$ cat src/rtl/am_align_pkg.sv
// ============================================================================
// Module  : am_align_pkg
// Brief   : Shared types and constants for the image-alignment sequencer.
// Revision: 1.0 - initial release
// ============================================================================
`default_nettype none

package am_align_pkg;

    typedef enum logic [2:0] {
        IDLE      = 3'd0,
        WAIT_IMG  = 3'd1,
        MOVE_REQ  = 3'd2,
        MOVE_WAIT = 3'd3,
        SETTLE    = 3'd4,
        DONE      = 3'd5
    } state_t;

    localparam logic [1:0] ERR_NONE    = 2'd0;
    localparam logic [1:0] ERR_ITER    = 2'd1;
    localparam logic [1:0] ERR_TIMEOUT = 2'd2;
    localparam logic [1:0] ERR_ABORT   = 2'd3;

endpackage

`default_nettype wire

$ cat src/rtl/am_align_ctl_if.sv
// ============================================================================
// Module  : am_align_ctl_if
// Brief   : Control, image-result and motor bundle of one alignment axis.
// Revision: 1.0 - initial release
// ============================================================================
`default_nettype none

interface am_align_ctl_if #(
    parameter int C_STEP_NUMBER_WIDTH = 32,
    parameter int C_ITER_WIDTH        = 8,
    parameter int C_TIMEOUT_WIDTH     = 16
);
    logic                                  start;
    logic                                  abort;
    logic [C_ITER_WIDTH-1:0]               max_iter;
    logic [C_TIMEOUT_WIDTH-1:0]            timeout_frames;
    logic                                  img_pulse;
    logic signed [C_STEP_NUMBER_WIDTH-1:0] img_step;
    logic                                  img_ok;
    logic                                  img_should_start;
    logic                                  m_state;
    logic                                  m_start;
    logic                                  m_stop;
    logic                                  m_dir;
    logic [C_STEP_NUMBER_WIDTH-1:0]        m_step;
    logic                                  req_dep_img;
    logic                                  busy;
    logic                                  done;
    logic                                  result_ok;
    logic [1:0]                            err_code;
    logic [C_ITER_WIDTH-1:0]               iter_cnt;

    modport master (
        output start, abort, max_iter, timeout_frames,
        output img_pulse, img_step, img_ok, img_should_start, m_state,
        input  m_start, m_stop, m_dir, m_step, req_dep_img,
        input  busy, done, result_ok, err_code, iter_cnt
    );

    modport slave (
        input  start, abort, max_iter, timeout_frames,
        input  img_pulse, img_step, img_ok, img_should_start, m_state,
        output m_start, m_stop, m_dir, m_step, req_dep_img,
        output busy, done, result_ok, err_code, iter_cnt
    );
endinterface

`default_nettype wire

$ cat src/rtl/am_step_abs_sat.sv
// ============================================================================
// Module  : am_step_abs_sat
// Brief   : Signed step to direction + saturated unsigned magnitude.
// Revision: 1.0 - initial release
// ============================================================================
`default_nettype none

module am_step_abs_sat #(
    parameter int C_STEP_NUMBER_WIDTH = 32
) (
    input  logic signed [C_STEP_NUMBER_WIDTH-1:0] i_step,
    output logic                                  o_dir,
    output logic        [C_STEP_NUMBER_WIDTH-1:0] o_mag
);
    localparam int W = C_STEP_NUMBER_WIDTH;
    localparam logic [W-1:0] C_MOST_NEG = {1'b1, {(W-1){1'b0}}};
    localparam logic [W-1:0] C_MAX_POS  = {1'b0, {(W-1){1'b1}}};

    logic [W-1:0] w_raw;
    assign w_raw = i_step;

    // The most-negative value has no positive twin, so clamp it to max positive.
    always_comb begin
        o_dir = w_raw[W-1];
        if (!w_raw[W-1]) begin
            o_mag = w_raw;
        end else if (w_raw == C_MOST_NEG) begin
            o_mag = C_MAX_POS;
        end else begin
            o_mag = ~w_raw + W'(1);
        end
    end
endmodule

`default_nettype wire

$ cat src/rtl/am_align_ctl.sv
// ============================================================================
// Module  : am_align_ctl
// Brief   : Closed-loop image-alignment sequencer for one motor axis.
// Revision: 1.0 - initial release
// ============================================================================
`default_nettype none

module am_align_ctl #(
    parameter int C_STEP_NUMBER_WIDTH = 32,
    parameter int C_ITER_WIDTH        = 8,
    parameter int C_TIMEOUT_WIDTH     = 16,
    parameter int C_SETTLE_FRAMES     = 2,
    parameter int C_ACK_CYCLES        = 16
) (
    input  logic          clk,
    input  logic          reset,
    am_align_ctl_if.slave bus
);
    import am_align_pkg::*;

    localparam int W       = C_STEP_NUMBER_WIDTH;
    localparam int C_ACK_W = (C_ACK_CYCLES > 1) ? $clog2(C_ACK_CYCLES) : 1;
    localparam int C_SET_W = (C_SETTLE_FRAMES > 1) ? $clog2(C_SETTLE_FRAMES) : 1;
    localparam logic [C_ACK_W-1:0] C_ACK_LAST =
        C_ACK_W'((C_ACK_CYCLES > 0) ? C_ACK_CYCLES - 1 : 0);
    localparam logic [C_SET_W-1:0] C_SET_LAST =
        C_SET_W'((C_SETTLE_FRAMES > 0) ? C_SETTLE_FRAMES - 1 : 0);

    state_t                      r_state;
    state_t                      w_nxt;
    logic [C_ITER_WIDTH-1:0]     r_max_iter;
    logic [C_TIMEOUT_WIDTH-1:0]  r_to_lim;
    logic [C_TIMEOUT_WIDTH-1:0]  r_to_cnt;
    logic [C_TIMEOUT_WIDTH-1:0]  w_to_inc;
    logic signed [W-1:0]         r_step_cap;
    logic [C_ACK_W-1:0]          r_ack_cnt;
    logic                        r_seen_hi;
    logic [C_SET_W-1:0]          r_settle_cnt;

    logic                        r_m_start;
    logic                        r_m_stop;
    logic                        r_m_dir;
    logic [W-1:0]                r_m_step;
    logic                        r_req_dep_img;
    logic                        r_busy;
    logic                        r_done;
    logic                        r_result_ok;
    logic [1:0]                  r_err_code;
    logic [C_ITER_WIDTH-1:0]     r_iter_cnt;

    logic                        w_dir;
    logic [W-1:0]                w_mag;
    logic                        w_iter_hit;
    logic                        w_to_hit;
    logic                        w_ack_to;
    logic                        w_motor_done;
    logic                        w_settled;

    am_step_abs_sat #(
        .C_STEP_NUMBER_WIDTH(W)
    ) u_abs_sat (
        .i_step(r_step_cap),
        .o_dir (w_dir),
        .o_mag (w_mag)
    );

    assign w_to_inc     = r_to_cnt + C_TIMEOUT_WIDTH'(1);
    assign w_iter_hit   = (r_iter_cnt == r_max_iter);
    assign w_to_hit     = (r_to_lim != '0) && (w_to_inc == r_to_lim);
    // A motor that never acknowledges is treated as a zero-length move.
    assign w_ack_to     = !r_seen_hi && !bus.m_state && (r_ack_cnt == C_ACK_LAST);
    assign w_motor_done = (r_seen_hi && !bus.m_state) || w_ack_to;
    assign w_settled    = (C_SETTLE_FRAMES == 0) ||
                          (bus.img_pulse && (r_settle_cnt == C_SET_LAST));

    always_comb begin
        w_nxt = r_state;
        case (r_state)
            IDLE: begin
                if (bus.start) w_nxt = WAIT_IMG;
            end
            WAIT_IMG: begin
                if (bus.abort) begin
                    w_nxt = DONE;
                end else if (bus.img_pulse) begin
                    if (bus.img_ok)                 w_nxt = DONE;
                    else if (bus.img_should_start)  w_nxt = w_iter_hit ? DONE : MOVE_REQ;
                    else if (w_to_hit)              w_nxt = DONE;
                end
            end
            MOVE_REQ:  w_nxt = bus.abort ? DONE : MOVE_WAIT;
            MOVE_WAIT: begin
                if (bus.abort)         w_nxt = DONE;
                else if (w_motor_done) w_nxt = SETTLE;
            end
            SETTLE: begin
                if (bus.abort)      w_nxt = DONE;
                else if (w_settled) w_nxt = WAIT_IMG;
            end
            DONE:    w_nxt = IDLE;
            default: w_nxt = IDLE;
        endcase
    end

    always_ff @(posedge clk) begin
        if (reset) begin
            r_state       <= IDLE;
            r_max_iter    <= '0;
            r_to_lim      <= '0;
            r_to_cnt      <= '0;
            r_step_cap    <= '0;
            r_ack_cnt     <= '0;
            r_seen_hi     <= 1'b0;
            r_settle_cnt  <= '0;
            r_m_start     <= 1'b0;
            r_m_stop      <= 1'b0;
            r_m_dir       <= 1'b0;
            r_m_step      <= '0;
            r_req_dep_img <= 1'b0;
            r_busy        <= 1'b0;
            r_done        <= 1'b0;
            r_result_ok   <= 1'b0;
            r_err_code    <= ERR_NONE;
            r_iter_cnt    <= '0;
        end else begin
            r_state       <= w_nxt;
            r_m_start     <= 1'b0;
            r_m_stop      <= 1'b0;
            r_done        <= 1'b0;
            r_req_dep_img <= (w_nxt == WAIT_IMG) || (w_nxt == SETTLE);
            // busy stays up through the done cycle and drops one cycle later
            r_busy        <= (w_nxt != IDLE) || (r_state == DONE);

            case (r_state)
                IDLE: begin
                    if (bus.start) begin
                        r_iter_cnt  <= '0;
                        r_result_ok <= 1'b0;
                        r_err_code  <= ERR_NONE;
                        r_to_cnt    <= '0;
                        r_max_iter  <= bus.max_iter;
                        r_to_lim    <= bus.timeout_frames;
                    end
                end
                WAIT_IMG: begin
                    if (bus.abort) begin
                        r_err_code  <= ERR_ABORT;
                        r_result_ok <= 1'b0;
                    end else if (bus.img_pulse) begin
                        r_step_cap <= bus.img_step;
                        if (bus.img_ok) begin
                            r_result_ok <= 1'b1;
                        end else if (bus.img_should_start) begin
                            if (w_iter_hit) r_err_code <= ERR_ITER;
                        end else begin
                            r_to_cnt <= w_to_inc;
                            if (w_to_hit) r_err_code <= ERR_TIMEOUT;
                        end
                    end
                end
                MOVE_REQ: begin
                    r_ack_cnt <= '0;
                    r_seen_hi <= 1'b0;
                    if (bus.abort) begin
                        r_m_stop    <= 1'b1;
                        r_err_code  <= ERR_ABORT;
                        r_result_ok <= 1'b0;
                    end else begin
                        r_m_start  <= 1'b1;
                        r_m_dir    <= w_dir;
                        r_m_step   <= w_mag;
                        r_iter_cnt <= r_iter_cnt + C_ITER_WIDTH'(1);
                    end
                end
                MOVE_WAIT: begin
                    r_settle_cnt <= '0;
                    if (bus.abort) begin
                        r_m_stop    <= 1'b1;
                        r_err_code  <= ERR_ABORT;
                        r_result_ok <= 1'b0;
                    end else begin
                        if (bus.m_state) r_seen_hi <= 1'b1;
                        if (r_ack_cnt != C_ACK_LAST) r_ack_cnt <= r_ack_cnt + C_ACK_W'(1);
                    end
                end
                SETTLE: begin
                    if (bus.abort) begin
                        r_err_code  <= ERR_ABORT;
                        r_result_ok <= 1'b0;
                    end else begin
                        if (bus.img_pulse) r_settle_cnt <= r_settle_cnt + C_SET_W'(1);
                        if (w_settled)     r_to_cnt     <= '0;
                    end
                end
                DONE:    r_done <= 1'b1;
                default: ;
            endcase
        end
    end

    assign bus.m_start     = r_m_start;
    assign bus.m_stop      = r_m_stop;
    assign bus.m_dir       = r_m_dir;
    assign bus.m_step      = r_m_step;
    assign bus.req_dep_img = r_req_dep_img;
    assign bus.busy        = r_busy;
    assign bus.done        = r_done;
    assign bus.result_ok   = r_result_ok;
    assign bus.err_code    = r_err_code;
    assign bus.iter_cnt    = r_iter_cnt;
endmodule

`default_nettype wire

$ cat src/flat_wrapper.sv
// flat-port wrapper written by rule: the top's interface ports become plain ports
module am_align_ctl_flat import am_align_pkg::*;
#(
    parameter int C_STEP_NUMBER_WIDTH = 32,
    parameter int C_ITER_WIDTH        = 8,
    parameter int C_TIMEOUT_WIDTH     = 16,
    parameter int C_SETTLE_FRAMES     = 2,
    parameter int C_ACK_CYCLES        = 16
)
  (clk, reset, bus_start, bus_abort, bus_max_iter, bus_timeout_frames, bus_img_pulse, bus_img_step, bus_img_ok, bus_img_should_start, bus_m_state, bus_m_start, bus_m_stop, bus_m_dir, bus_m_step, bus_req_dep_img, bus_busy, bus_done, bus_result_ok, bus_err_code, bus_iter_cnt);
  am_align_ctl_if #(.C_STEP_NUMBER_WIDTH(C_STEP_NUMBER_WIDTH), .C_ITER_WIDTH(C_ITER_WIDTH), .C_TIMEOUT_WIDTH(C_TIMEOUT_WIDTH)) bus_i ();
  input  logic clk;
  input  logic reset;
  input wire logic [$bits(bus_i.start)-1:0] bus_start;
  input wire logic [$bits(bus_i.abort)-1:0] bus_abort;
  input wire logic [$bits(bus_i.max_iter)-1:0] bus_max_iter;
  input wire logic [$bits(bus_i.timeout_frames)-1:0] bus_timeout_frames;
  input wire logic [$bits(bus_i.img_pulse)-1:0] bus_img_pulse;
  input wire logic [$bits(bus_i.img_step)-1:0] bus_img_step;
  input wire logic [$bits(bus_i.img_ok)-1:0] bus_img_ok;
  input wire logic [$bits(bus_i.img_should_start)-1:0] bus_img_should_start;
  input wire logic [$bits(bus_i.m_state)-1:0] bus_m_state;
  output wire logic [$bits(bus_i.m_start)-1:0] bus_m_start;
  output wire logic [$bits(bus_i.m_stop)-1:0] bus_m_stop;
  output wire logic [$bits(bus_i.m_dir)-1:0] bus_m_dir;
  output wire logic [$bits(bus_i.m_step)-1:0] bus_m_step;
  output wire logic [$bits(bus_i.req_dep_img)-1:0] bus_req_dep_img;
  output wire logic [$bits(bus_i.busy)-1:0] bus_busy;
  output wire logic [$bits(bus_i.done)-1:0] bus_done;
  output wire logic [$bits(bus_i.result_ok)-1:0] bus_result_ok;
  output wire logic [$bits(bus_i.err_code)-1:0] bus_err_code;
  output wire logic [$bits(bus_i.iter_cnt)-1:0] bus_iter_cnt;
  assign bus_i.start = bus_start;
  assign bus_i.abort = bus_abort;
  assign bus_i.max_iter = bus_max_iter;
  assign bus_i.timeout_frames = bus_timeout_frames;
  assign bus_i.img_pulse = bus_img_pulse;
  assign bus_i.img_step = bus_img_step;
  assign bus_i.img_ok = bus_img_ok;
  assign bus_i.img_should_start = bus_img_should_start;
  assign bus_i.m_state = bus_m_state;
  assign bus_m_start = bus_i.m_start;
  assign bus_m_stop = bus_i.m_stop;
  assign bus_m_dir = bus_i.m_dir;
  assign bus_m_step = bus_i.m_step;
  assign bus_req_dep_img = bus_i.req_dep_img;
  assign bus_busy = bus_i.busy;
  assign bus_done = bus_i.done;
  assign bus_result_ok = bus_i.result_ok;
  assign bus_err_code = bus_i.err_code;
  assign bus_iter_cnt = bus_i.iter_cnt;
  am_align_ctl #(.C_STEP_NUMBER_WIDTH(C_STEP_NUMBER_WIDTH), .C_ITER_WIDTH(C_ITER_WIDTH), .C_TIMEOUT_WIDTH(C_TIMEOUT_WIDTH), .C_SETTLE_FRAMES(C_SETTLE_FRAMES), .C_ACK_CYCLES(C_ACK_CYCLES)) u_core (.clk(clk), .reset(reset), .bus(bus_i));
endmodule
$ cat config.mk
export PLATFORM = sky130hd
export DESIGN_NAME = am_align_ctl_flat
export DESIGN_NICKNAME = d
export VERILOG_FILES = /design/src/rtl/am_align_pkg.sv /design/src/rtl/am_align_ctl_if.sv /design/src/rtl/am_step_abs_sat.sv /design/src/rtl/am_align_ctl.sv /design/src/flat_wrapper.sv
export SDC_FILE = /design/constraint.sdc
export NUM_CORES = 1
export LEC_CHECK = 0
export ABC_CLOCK_PERIOD_IN_PS = 4200
export BUFFER_PORTS_ARGS = -buffer_cell sky130_fd_sc_hd__buf_4
export CAP_MARGIN = 20
export CELL_PAD_IN_SITES_DETAIL_PLACEMENT = 0
export CELL_PAD_IN_SITES_GLOBAL_PLACEMENT = 1
export CORE_AREA = 2 2 124 126
export CTS_CLUSTER_SIZE = 16
export DETAILED_ROUTE_END_ITERATION = 12
export DIE_AREA = 0 0 126 128
export PLACE_DENSITY = 0.92
export SYNTH_ARGS = -nofsm -noshare
export SYNTH_HDL_FRONTEND = slang
export SYNTH_SLANG_ARGS = --single-unit
export TNS_END_PERCENT = 5
$ cat constraint.sdc
create_clock -name clk -period 4.2 [get_ports clk]
set_input_delay 0.84 -clock clk [delete_from_list [all_inputs] [get_ports clk]]
set_output_delay 0.84 -clock clk [all_outputs]
set_load 0.02 [all_outputs]
Word level (Yosys, flattened, before mapping)
Cells that the tools add are included.
Word-level totals
  register bits after elaboration: 130
  input port bits: 64
  output and inout bits: 49
  logic and storage cells: 142
Operators by class
  $add $sub $neg: 5
  equality and inequality tests: 30
  multiplexer cells: 53
  bitwise operators: 4
  reductions and logical operators: 32
Operators by type and width (count)
  16-bit 2-to-1 mux: 7
  32-bit 2-to-1 mux: 2
  16-bit one-hot mux with 3 select lines: 1
  3-bit 2-to-1 mux: 12
  32-bit by 1-bit adder with 32-bit output (second input constant): 1
  32-bit == test (second input constant): 1
  32-bit inverter: 1
  2-bit != test (second input constant): 10
  16-bit by 1-bit adder with 16-bit output (second input constant): 1
  16-bit == test: 1
  2-bit 2-to-1 mux: 8
  8-bit 2-to-1 mux: 2
  8-bit one-hot mux with 2 select lines: 1
  16-bit nonzero test: 1
  3-bit one-hot mux with 5 select lines: 1
  3-bit AND reduction: 5
  1-bit 2-to-1 mux: 12
  3-bit == test (second input constant): 3
  3-bit != test (second input constant): 3
  3-bit nonzero test: 3
  8-bit by 1-bit adder with 8-bit output (second input constant): 1
  8-bit == test: 1
  4-bit 2-to-1 mux: 2
  4-bit by 3-bit != test with 1-bit output (second input constant): 2
  23 further kinds: 42

Longest topological paths before layout
Gate-level depths: netlist of the first run.
  depth in word-level cells: 11
  mapped depth: 9
  depth with buffers taken out: 8

Modules after synthesis
Synthesis of the first run repeated with hierarchy kept, for this count alone.
Second synthesis, totals
  cell total of the unflattened synthesis: 885
  area, all modules: 6618.8 um^2
By module, submodules not included
  am_align_ctl: times used 1, cells each 749, area each 5768.0 um^2
  am_step_abs_sat: times used 1, cells each 136, area each 850.8 um^2

Least setup slack after synthesis of the first run
OpenSTA, ideal clock, no wires.
  kind: input-to-reg
  start: input port bus_abort
  end: register u_core.r_to_cnt[14]
  arrival time: 2464 ps
  required time: 4130 ps
  slack: 1666 ps
  stages on the path: 8
  path buffers: 2
  cell sequence: clkbuf_1 > inv_1 > nand2_1 > nor4_1 > nand4_1 > clkbuf_1 > or3b_2 > a21oi_1
On the way
  word-level cells in the longest chain between the ends: 2
  elaborated cells on any way between the ends: 3
RTL lines
  from (decl): RTL line flat_wrapper.sv:15  | input wire logic [$bits(bus_i.abort)-1:0] bus_abort;
  2-bit != test (no line)
  8-bit AND reduction (no line) (*)
  to (signal assigned): RTL line am_align_ctl.sv:156  | r_to_cnt <= w_to_inc;
  to (decl): RTL line am_align_ctl.sv:33  | logic [C_TIMEOUT_WIDTH-1:0] r_to_cnt;
Every way passes the cells marked *; elsewhere a longest branch is shown, timed or not.
A chain may end at the register's enable or synchronous reset.

Worst setup path after layout of the first run
  start: register u_core.r_to_cnt[0]
  end: register u_core.r_err_code[1] (netlist: u_core.bus.err_code[1])
On the way
  word-level cells in the longest chain between the ends: 5
RTL lines
  16-bit by 1-bit adder with 16-bit output: RTL line am_align_ctl.sv:67  | assign w_to_inc = r_to_cnt + C_TIMEOUT_WIDTH'(1);
  16-bit == test: RTL line am_align_ctl.sv:69  | assign w_to_hit = (r_to_lim != '0) && (w_to_inc == r_to_lim);
  1-bit logical AND: RTL line am_align_ctl.sv:69
  4-bit by 3-bit != test with 1-bit output (no line)
  7-bit AND reduction (no line)
  to (signal assigned): RTL line am_align_ctl.sv:123  | r_err_code <= ERR_NONE;
  to (signal assigned): RTL line am_align_ctl.sv:139  | r_err_code <= ERR_NONE;
  to (signal assigned): RTL line am_align_ctl.sv:147  | r_err_code <= ERR_ABORT;
  to (decl): RTL line am_align_ctl.sv:48  | logic [1:0] r_err_code;
No other way between the ends.

==> results.py, run 1 <==
metrics = {
    "timing": {
        "setup_viol": 0,
        "hold_viol": 0,
        "period_needed_ns": 2.891,
        "tightest_slew_ns": 0.8113,
        "maxSlewViolCount": 0,
        "fin_crit_sh": 0.6883,
        "setup-tns-final_ns": 0,
        "whs_ns": 0.4640,
        "max-slew-margin-rel": 0.4541,
        "fmax_ghz": 0.3459,
        "rsz0062_at_grt": "false",
        "fin_skew_ns": 0.009708,
    },
    "floorplan": {
        "num_io_pins": 113,
        "rows": 45,
        "die_h_um": 128,
        "die-area_sq_um": 16130,
        "dieWidth_um": 126,
        "core_sq_um": 14860,
        "start_util": 0.4271,
    },
    "synth": {
        "syn_area_sq_um": 6349,
        "ys_types": 65,
        "synth_top_cells_by_area": "dfxtp_1, nand2_1, a21oi_1",
        "synth-edff-count": 0,
        "synth_top_cell_by_area": "dfxtp_1",
        "avgSynthCellArea_sq_um": 7.936,
        "synth_ff_type": "dfxtp_1",
        "synthesis.instances": 800,
        "synthArstFlopShare": 0,
        "ys_ff_latch": 130,
        "netlist.area_leader.share": 0.4099,
        "syn-num-nets": 868,
        "ys_seq_area_frac": 0.4099,
        "ys_warn_count": 0,
    },
    "setup_path": {
        "slowest_stage": "nor4_1",
        "crit_top_cell": "nor4_1",
        "crit_start": "u_core.r_to_cnt[0]",
        "rr_worst_depth": 8,
        "r2r-end": "u_core.bus.err_code[1]",
        "startpoint_type": "flop",
        "cp_num_buf_inv": 0,
        "crit_type": "reg -> reg",
        "crit_family": "simple AND/OR/NAND/NOR gates",
        "cp_cell_sequence": "ha_1 -> nand3_1 -> nor4_1 -> xnor2_1 -> nand4_1 -> nor4_1 -> o21ai_1 -> mux2_1",
        "cp-end-kind": "flop",
        "critical_path.max_fanout": 7,
        "worst_ep_arrival_time_ns": 3.20,
        "r2r_slack_ns": 1.31,
        "required_ns": 4.51,
        "worst_path_largest_cell_delay_ns": 0.53,
        "reg2reg_from": "u_core.r_to_cnt[0]",
    },
    "place": {
        "gp_congestion": 0.8807,
        "place_hpwl_um": 11590,
        "port_buffers": 112,
        "dp_cells": 1060,
    },
    "global_routing": {
        "grt_pass1_wl_um": 27840,
        "grt_max_degree": 61,
        "grt_overflow": 0,
        "grt_usage": 0.2134,
        "grt_antenna_before_repair": 0,
        "grt_pass1_vias": 5631,
    },
    "worst_hold_path": {
        "hold_class": "reg -> reg",
        "hold_end": "u_core.bus.m_dir",
        "hold_depth": 2,
        "min_from": "u_core.bus.m_dir",
    },
    "clock_tree": {
        "postCtsSetupBuffers": 0,
        "tritoncts": "yes",
        "cts-root-buf": "clkbuf_16",
        "cts_resized": 0,
        "cts_max_path_buffers": 2,
        "cts-htree-levels": 4,
        "clk_latency_ns": 0.43,
        "cts.sink_count": 130,
        "clk_pin_slew_ns": 0.06,
        "cts_made_buffers": 17,
        "cts_hold_buf": 0,
    },
    "power": {
        "p_total_mw": 3.351,
        "ir_drop_v": 0.0003179,
        "p_leak_nw": 3.070,
        "powerDensity_nw_per_um2": 423.7,
    },
    "route": {
        "vias": 5949,
        "drc_errors": 0,
        "first_iter_violations": 481,
        "wire_per_inst_um": 15.32,
        "routed_wl_um": 16740,
        "first_pass_iters": 5,
        "via_per_inst": 5.443,
        "drtAntennaViolNets": 0,
    },
    "cells_and_area": {
        "layout_common_cells": "nand2_1, dfxtp_1, buf_4",
        "area_delta_synth_final_pct": 24.58,
        "final_common_cell": "nand2_1",
        "nets": 960,
        "drive_gt1_frac": 0.1934,
        "fin_cells": 1093,
        "num_antenna_cells": 0,
    },
    "run_status": {
        "outcome": "finished clean",
    },
    "flow_run": {
        "drv_cap": 0,
    },
}
-- per-stage QoR --
| stage | setup slack (ns) | cell area, sq um | util |
|---|---|---|---|
| floorplan | 1.666 | 6349 | - |
| global placement | 1.183 | 7284 | 0.4901 |
| detailed placement | 1.124 | 7284 | 0.4901 |
| CTS | 1.354 | 7901 | 0.5316 |
| global route | 1.060 | 7909 | 0.5321 |
| finish | 1.309 | 7909 | 0.5321 |
-- layer usage --
| metal | share of wire | global-route usage | wire (um) |
|---|---|---|---|
| met5 | 0 | 0 | 0 |
| met1 | 0.45 | 0.2723 | 7555 |
| met4 | 0.024 | 0.08597 | 400 |
| met2 | 0.48 | 0.3523 | 8011 |
| met3 | 0.046 | 0.04674 | 775 |
-- flip-flops by register name, indices dropped and copies added (netlist names), 2 cells and up --
name	cells
u_core.r_to_cnt	16
u_core.r_max_iter	8
u_core.bus.m_step	32
u_core.bus.err_code	2
u_core.r_to_lim	16
u_core.bus.iter_cnt	8
u_core.r_step_cap	32
u_core.r_ack_cnt	4
u_core.r_state	3
-- cell families after synthesis --
group | share of synthesized area
XOR/XNOR | 0.09086
buffers and inverters | 0.04257
multiplexers | 0.009854
AO/OA/AOI/OAI | 0.1949
flip-flops | 0.4099
adder cells (fa/ha/maj) | 0.007884
AND/OR/NAND/NOR | 0.2440
-- how the worst max path moves through the flow --
stage | end | slack (ns) | cells past startpoint
after floorplan | u_core.r_to_cnt[14] | 1.67 | 8
after global placement | u_core.r_to_cnt[5] | 1.18 | 7
after detailed placement | u_core.r_to_cnt[7] | 1.12 | 7
after CTS | u_core.bus.err_code[1] | 1.35 | 8
after global routing | u_core.bus.err_code[1] | 1.06 | 8
final | u_core.bus.err_code[1] | 1.31 | 8
-- worst reg2reg max path, stage by stage (launching register included) --
cell     delay (ns)
dfxtp_1        0.48
ha_1           0.32
nand3_1        0.18
nor4_1         0.53
xnor2_1        0.21
nand4_1        0.11
nor4_1         0.39
o21ai_1        0.22
mux2_1         0.34
-- report_power, final --
part           total, mW  internal [mW]  switching (mW)
sequential          1.34           1.28          0.0618
clock               1.54          0.959           0.577
combinational      0.471          0.196           0.275
-- final cells by class --
| type | instances | area [sq um] |
|---|---|---|
| clock buffer | 19 | 442.9 |
| clock inverter | 13 | 173.9 |
| sequential | 130 | 2603 |
| inverter | 9 | 47.55 |
| tap | 188 | 235.2 |
| fill | 1456 | 6955 |
| multi-input combinational | 612 | 3491 |
| timing repair buffer | 122 | 915.9 |
-- Yosys cell counts (6+ instances only) --
cell type and number:
a21oi_1 110, nor2b_1 6, nand3_1 21, nand4_1 16, clkbuf_1 39, nor3_1 14, dfxtp_1 130, nor2_1 55
nand2_1 151, or3_1 8, inv_1 8, a211oi_1 13, o31ai_1 8, nor4_1 15, o21ai_0 50, o41ai_1 7
xnor2_1 25, xor2_1 39
No activity file was read; power rests on OpenSTA's default activity.
==> run 2: changes to the inputs <==
--- a/config.mk
+++ b/config.mk
@@ -5,16 +5,16 @@
 export SDC_FILE = /design/constraint.sdc
 export NUM_CORES = 1
 export LEC_CHECK = 0
-export ABC_CLOCK_PERIOD_IN_PS = 4200
+export ABC_CLOCK_PERIOD_IN_PS = 2700
 export BUFFER_PORTS_ARGS = -buffer_cell sky130_fd_sc_hd__buf_4
 export CAP_MARGIN = 20
 export CELL_PAD_IN_SITES_DETAIL_PLACEMENT = 0
 export CELL_PAD_IN_SITES_GLOBAL_PLACEMENT = 1
-export CORE_AREA = 2 2 124 126
+export CORE_AREA = 2 2 128 130
 export CTS_CLUSTER_SIZE = 16
 export DETAILED_ROUTE_END_ITERATION = 12
-export DIE_AREA = 0 0 126 128
-export PLACE_DENSITY = 0.92
+export DIE_AREA = 0 0 130 132
+export PLACE_DENSITY = 0.87
 export SYNTH_ARGS = -nofsm -noshare
 export SYNTH_HDL_FRONTEND = slang
 export SYNTH_SLANG_ARGS = --single-unit
==> constraint.sdc (replaced) <==
create_clock -name clk -period 2.7 [get_ports clk]
set_input_delay 0.54 -clock clk [delete_from_list [all_inputs] [get_ports clk]]
set_output_delay 0.54 -clock clk [all_outputs]
set_load 0.02 [all_outputs]
==> run 2 against run 1 <==
  * First-iteration DRC count down 12%
  * Critical path depth fell by 1
  * Non-clock buffer count rose by 18
  * Core utilization decreased by 1.7 points
  * Largest cell class unchanged
  * Final area increased by 2.4%
  * Clock-buffer cell count rose by 1
  * Largest power group unchanged
==> results.py, run 2 (synthesis results as in run 1) <==
metrics = {
    "timing": {
        "hold_viol": 0,
        "setup_viol": 0,
        "fmax_ghz": 0.3944,
        "period_needed_ns": 2.536,
        "maxSlewViolCount": 0,
        "fin_ws_ns": 0.1644,
        "fin_crit_sh": 0.9391,
        "fin_skew_ns": 0.007947,
        "tightest_slew_ns": 0.5324,
        "rsz0062_at_grt": "false",
        "setup-tns-final_ns": 0,
        "max-slew-margin-rel": 0.6418,
    },
    "power": {
        "p_total_mw": 5.227,
        "powerDensity_nw_per_um2": 645.7,
        "p_leak_nw": 3.162,
        "swShare": 0.2702,
        "power_frac_seq": 0.399,
        "combPwrFrac": 0.146,
        "p_sw_mw": 1.412,
        "intPower_mw": 3.815,
        "ir_drop_v": 0.0004851,
        "p_clk_frac": 0.455,
    },
    "setup_path": {
        "r2r_slack_ns": 0.16,
        "rr_worst_depth": 7,
        "required_ns": 3.01,
        "cp_num_buf_inv": 0,
        "crit_family": "simple AND/OR/NAND/NOR gates",
        "worst_path_largest_cell_delay_ns": 0.43,
        "slowest_stage": "dfxtp_1",
        "reg2reg_from": "u_core.r_to_cnt[1]",
        "startpoint_type": "flop",
        "crit_type": "reg -> reg",
        "worst_ep_arrival_time_ns": 2.84,
        "crit_start": "u_core.r_to_cnt[1]",
        "critical_path.max_fanout": 9,
        "cp-end-kind": "flop",
        "cp_cell_sequence": "nand4_4 -> or3_4 -> a2111oi_4 -> nand4_1 -> nor4_2 -> o21ai_1 -> mux2_1",
        "r2r-end": "u_core.bus.err_code[1]",
    },
    "place": {
        "dp_cells": 1107,
        "port_buffers": 112,
        "place_hpwl_um": 12210,
        "dpl_worst_slack_ns": 0.03900,
        "gp_congestion": 0.9184,
        "place_area_sq_um": 7462,
    },
    "global_routing": {
        "grt_antenna_before_repair": 0,
        "grt_usage": 0.2050,
        "grt_pass1_wl_um": 28100,
        "grt_pass1_vias": 5623,
        "grt_overflow": 0,
        "grt_max_degree": 44,
    },
    "clock_tree": {
        "cts-root-buf": "clkbuf_16",
        "cts_made_buffers": 17,
        "cts.sink_count": 130,
        "postCtsSetupBuffers": 0,
        "cts_max_path_buffers": 2,
        "clk_latency_ns": 0.42,
        "cts-htree-levels": 4,
        "clk_pin_slew_ns": 0.06,
        "tritoncts": "yes",
    },
    "cells_and_area": {
        "drive_gt1_frac": 0.2137,
        "area_delta_synth_final_pct": 27.51,
        "layout_common_cells": "nand2_1, buf_4, dfxtp_1",
        "fin_cells": 1138,
        "nets": 978,
        "final_common_cell": "nand2_1",
        "design_area_sq_um": 8095,
        "num_antenna_cells": 0,
    },
    "route": {
        "first_pass_iters": 5,
        "first_iter_violations": 421,
        "drc_errors": 0,
        "routed_wl_um": 17140,
        "routedLengthMet1_um": 7693,
        "vias": 6020,
        "wl_met3_um": 848,
        "wire_per_inst_um": 15.06,
        "maxUsedRoutingLayer": "met4",
        "drtAntennaViolNets": 0,
        "via_per_inst": 5.290,
        "wl_met2_um": 8286,
    },
    "worst_hold_path": {
        "hold_end": "u_core.r_to_lim[6]",
        "hold_depth": 3,
        "hold_class": "in -> reg",
        "min_from": "bus_timeout_frames[6]",
    },
    "floorplan": {
        "dieWidth_um": 130,
        "rows": 46,
        "num_io_pins": 113,
        "start_util": 0.4040,
        "die_h_um": 132,
        "die-area_sq_um": 17160,
        "core_sq_um": 15710,
    },
    "flow_run": {
        "drv_cap": 0,
    },
    "run_status": {
        "outcome": "finished clean",
    },
}
run 2: worst register-to-register path, cell delays in order, from the launching register on:
cell	delay [ns]
dfxtp_1	0.43
nand4_4	0.19
or3_4	0.42
a2111oi_4	0.38
nand4_1	0.16
nor4_2	0.34
o21ai_1	0.17
mux2_1	0.33
run 2: how the worst max path moves through the flow:
stage	endpoint	slack, ns	cells after the start
floorplan	u_core.bus.err_code[1]	0.41	8
global placement	u_core.bus.err_code[1]	0.17	7
detailed placement	u_core.bus.err_code[1]	0.04	7
CTS	u_core.bus.err_code[1]	0.03	7
global route	u_core.bus.err_code[1]	0.02	7
finish	u_core.bus.err_code[1]	0.16	7
run 2: through the flow:
stage            util  hold WS (ns)
2_1_floorplan       -        0.4373
3_3_place_gp   0.4749        0.4408
3_5_place_dp   0.4749        0.4489
4_1_cts        0.5138        0.3455
5_1_grt        0.5152        0.3530
6_report       0.5152        0.3596
run 2: metal layers:
| layer | global-route usage | vias up |
|---|---|---|
| met1 | 0.2680 | 2795 |
| met2 | 0.3298 | 149 |
| met4 | 0.07527 | 0 |
| met5 | 0 | - |
| met3 | 0.04586 | 25 |
| li1 | - | 3051 |
run 2: area by class of cell:
class | count | area, sq um
multi-input combinational | 612 | 3512
clock inverter | 11 | 153.9
clock buffer | 20 | 456.7
fill | 1533 | 7617
tap | 216 | 270.3
timing repair buffer | 140 | 1051
inverter | 9 | 47.55
sequential | 130 | 2604
run 2: power groups by stage:
stage | sequential, mW | clock (mW) | combinational (mW)
finish | 2.08 | 2.38 | 0.765
global route | 2.09 | 2.51 | 0.851
CTS | 2.08 | 2.42 | 0.764
detailed placement | 2.12 | 0 | 0.758
global placement | 2.12 | 0 | 0.756
floorplan | 2.10 | 0 | 0.497
run 2: what timing repair did:
action | CTS | global route
gates resized for setup | 0 | 5
hold buffers | 0 | 0
setup endpoints to repair | 0 | 3
==> run 3: changes to the inputs <==
--- a/config.mk
+++ b/config.mk
@@ -10,10 +10,10 @@
 export CAP_MARGIN = 20
 export CELL_PAD_IN_SITES_DETAIL_PLACEMENT = 0
 export CELL_PAD_IN_SITES_GLOBAL_PLACEMENT = 1
-export CORE_AREA = 2 2 128 130
+export CORE_AREA = 2 2 152 110
 export CTS_CLUSTER_SIZE = 16
 export DETAILED_ROUTE_END_ITERATION = 12
-export DIE_AREA = 0 0 130 132
+export DIE_AREA = 0 0 154 112
 export PLACE_DENSITY = 0.87
 export SYNTH_ARGS = -nofsm -noshare
 export SYNTH_HDL_FRONTEND = slang
==> run 3 against run 2 <==
  * Setup slack worse by 0.0085 ns
  * Sequential power about the same
  * Largest power group unchanged
  * Non-clock buffer count increased by 5
  * Global-route usage up 1.9 points
==> results.py, run 3 (synthesis results as in run 1) <==
metrics = {
    "cells_and_area": {
        "drive_gt1_frac": 0.2220,
        "num_antenna_cells": 0,
        "nets": 983,
        "layout_common_cells": "nand2_1, buf_4, dfxtp_1",
        "final_common_cell": "nand2_1",
        "area_delta_synth_final_pct": 27.97,
        "fin_util": 0.5123,
    },
    "route": {
        "drc_errors": 0,
        "routedLengthMet1_um": 9601,
        "wl_met2_um": 7833,
        "routed_wl_um": 18890,
        "first_iter_violations": 480,
        "vias": 6066,
        "wl_met3_um": 1264,
        "first_pass_iters": 5,
        "maxUsedRoutingLayer": "met4",
        "via_per_inst": 5.354,
        "drtAntennaViolNets": 0,
        "wire_per_inst_um": 16.67,
    },
    "setup_path": {
        "slowest_stage": "or4_1",
        "worst_path_largest_cell_delay_ns": 0.66,
        "cp_cell_sequence": "or4_1 -> nor4_4 -> nand3_1 -> nand3b_1 -> nor2_1 -> nor2_2 -> buf_4 -> a21oi_1",
        "worst_ep_arrival_time_ns": 2.90,
        "crit_type": "reg -> reg",
        "required_ns": 3.05,
        "startpoint_type": "flop",
        "critical_path.max_fanout": 19,
        "cp-end-kind": "flop",
    },
    "timing": {
        "fmax_ghz": 0.3931,
        "rsz0062_at_grt": "true",
        "fin_skew_ns": 0.01175,
        "max-slew-margin-rel": 0.4272,
        "setup-tns-final_ns": 0,
        "setup_viol": 0,
        "whs_ns": 0.3614,
        "tightest_slew_ns": 0.8583,
        "period_needed_ns": 2.544,
        "hold_viol": 0,
        "fin_crit_sh": 0.9423,
        "maxSlewViolCount": 0,
    },
    "floorplan": {
        "num_io_pins": 113,
        "die_h_um": 112,
        "core_sq_um": 15860,
        "rows": 39,
        "start_util": 0.4003,
        "dieWidth_um": 154,
        "die-area_sq_um": 17250,
    },
    "global_routing": {
        "grt_pass1_vias": 5652,
        "grt_max_degree": 95,
        "grt_antenna_before_repair": 0,
        "grt_usage": 0.2238,
        "grt_pass1_wl_um": 30690,
        "grt_overflow": 0,
    },
    "power": {
        "p_leak_nw": 3.174,
        "powerDensity_nw_per_um2": 638.8,
        "ir_drop_v": 0.0004250,
    },
    "worst_hold_path": {
        "hold_class": "in -> reg",
    },
    "clock_tree": {
        "postCtsSetupBuffers": 0,
        "cts-root-buf": "clkbuf_16",
        "cts_made_buffers": 17,
        "clk_latency_ns": 0.42,
        "cts-htree-levels": 4,
        "cts_max_path_buffers": 2,
        "tritoncts": "yes",
        "cts_hold_buf": 0,
        "cts.sink_count": 130,
        "clk_pin_slew_ns": 0.07,
    },
    "place": {
        "port_buffers": 112,
        "gp_congestion": 0.9290,
        "place_hpwl_um": 13340,
    },
    "flow_run": {
        "drv_cap": 0,
    },
    "run_status": {
        "outcome": "finished clean",
    },
}
## run 3: cell type report
class,instances,area [sq um]
clock inverters,15,166.4
fillers,1554,7735
clock buffers,17,425.4
repair buffers,145,1101
flip-flops and latches,130,2604
inverters,9,47.55
well taps,205,256.5
multi-input cells,612,3523
## run 3: layer usage
layer	track usage	vias up
li1	-	3046
met1	0.3470	2789
met2	0.3118	216
met3	0.04360	15
met4	0.06044	0
met5	0	-
## run 3: where the power goes
part | leakage [nW] | switching, mW | internal (mW)
Clock | 0.282 | 0.990 | 1.31
Combinational | 1.84 | 0.482 | 0.324
Sequential | 1.05 | 0.0864 | 1.99
## run 3: worst max-delay path: cells and delay by family (launching register included)
kind	cells	cell delay (ns)
DFF	1	0.36
and+or+nand+nor	6	1.73
AOI/OAI and AO/OA	1	0.14
buffers and inverters	1	0.24
## run 3: final timing paths
kind | end | slack, ns | from | cells past startpoint
hold / removal | u_core.r_step_cap[21] | 0.36 | bus_img_step[21] | 3
setup reg to reg | u_core.bus.m_step[29] | 0.16 | u_core.r_step_cap[6] | 8
hold reg to reg | u_core.bus.err_code[0] | 0.47 | u_core.bus.err_code[0] | 2
setup / recovery | u_core.bus.m_step[29] | 0.16 | u_core.r_step_cap[6] | 8
## run 3: through the flow
| stage | power [mW] | instances | cell area [sq um] | worst slack [ns] |
|---|---|---|---|---|
| 3_3_place_gp | 2.915 | 1101 | 7498 | 0.1498 |
| 5_1_grt | 5.424 | 1133 | 8124 | -0.01163 |
| 2_1_floorplan | 2.601 | 800 | 6349 | 0.4135 |
| 4_1_cts | 5.223 | 1133 | 8090 | 0.1175 |
| 6_report | 5.190 | 1133 | 8124 | 0.1559 |
| 3_5_place_dp | 2.917 | 1101 | 7498 | 0.1502 |
## run 3: what timing repair did
action / CTS / global route
gates resized for setup: 0 / 7
endpoints found under the hold margin: 0 / 0
endpoints found under the setup margin: 0 / 5
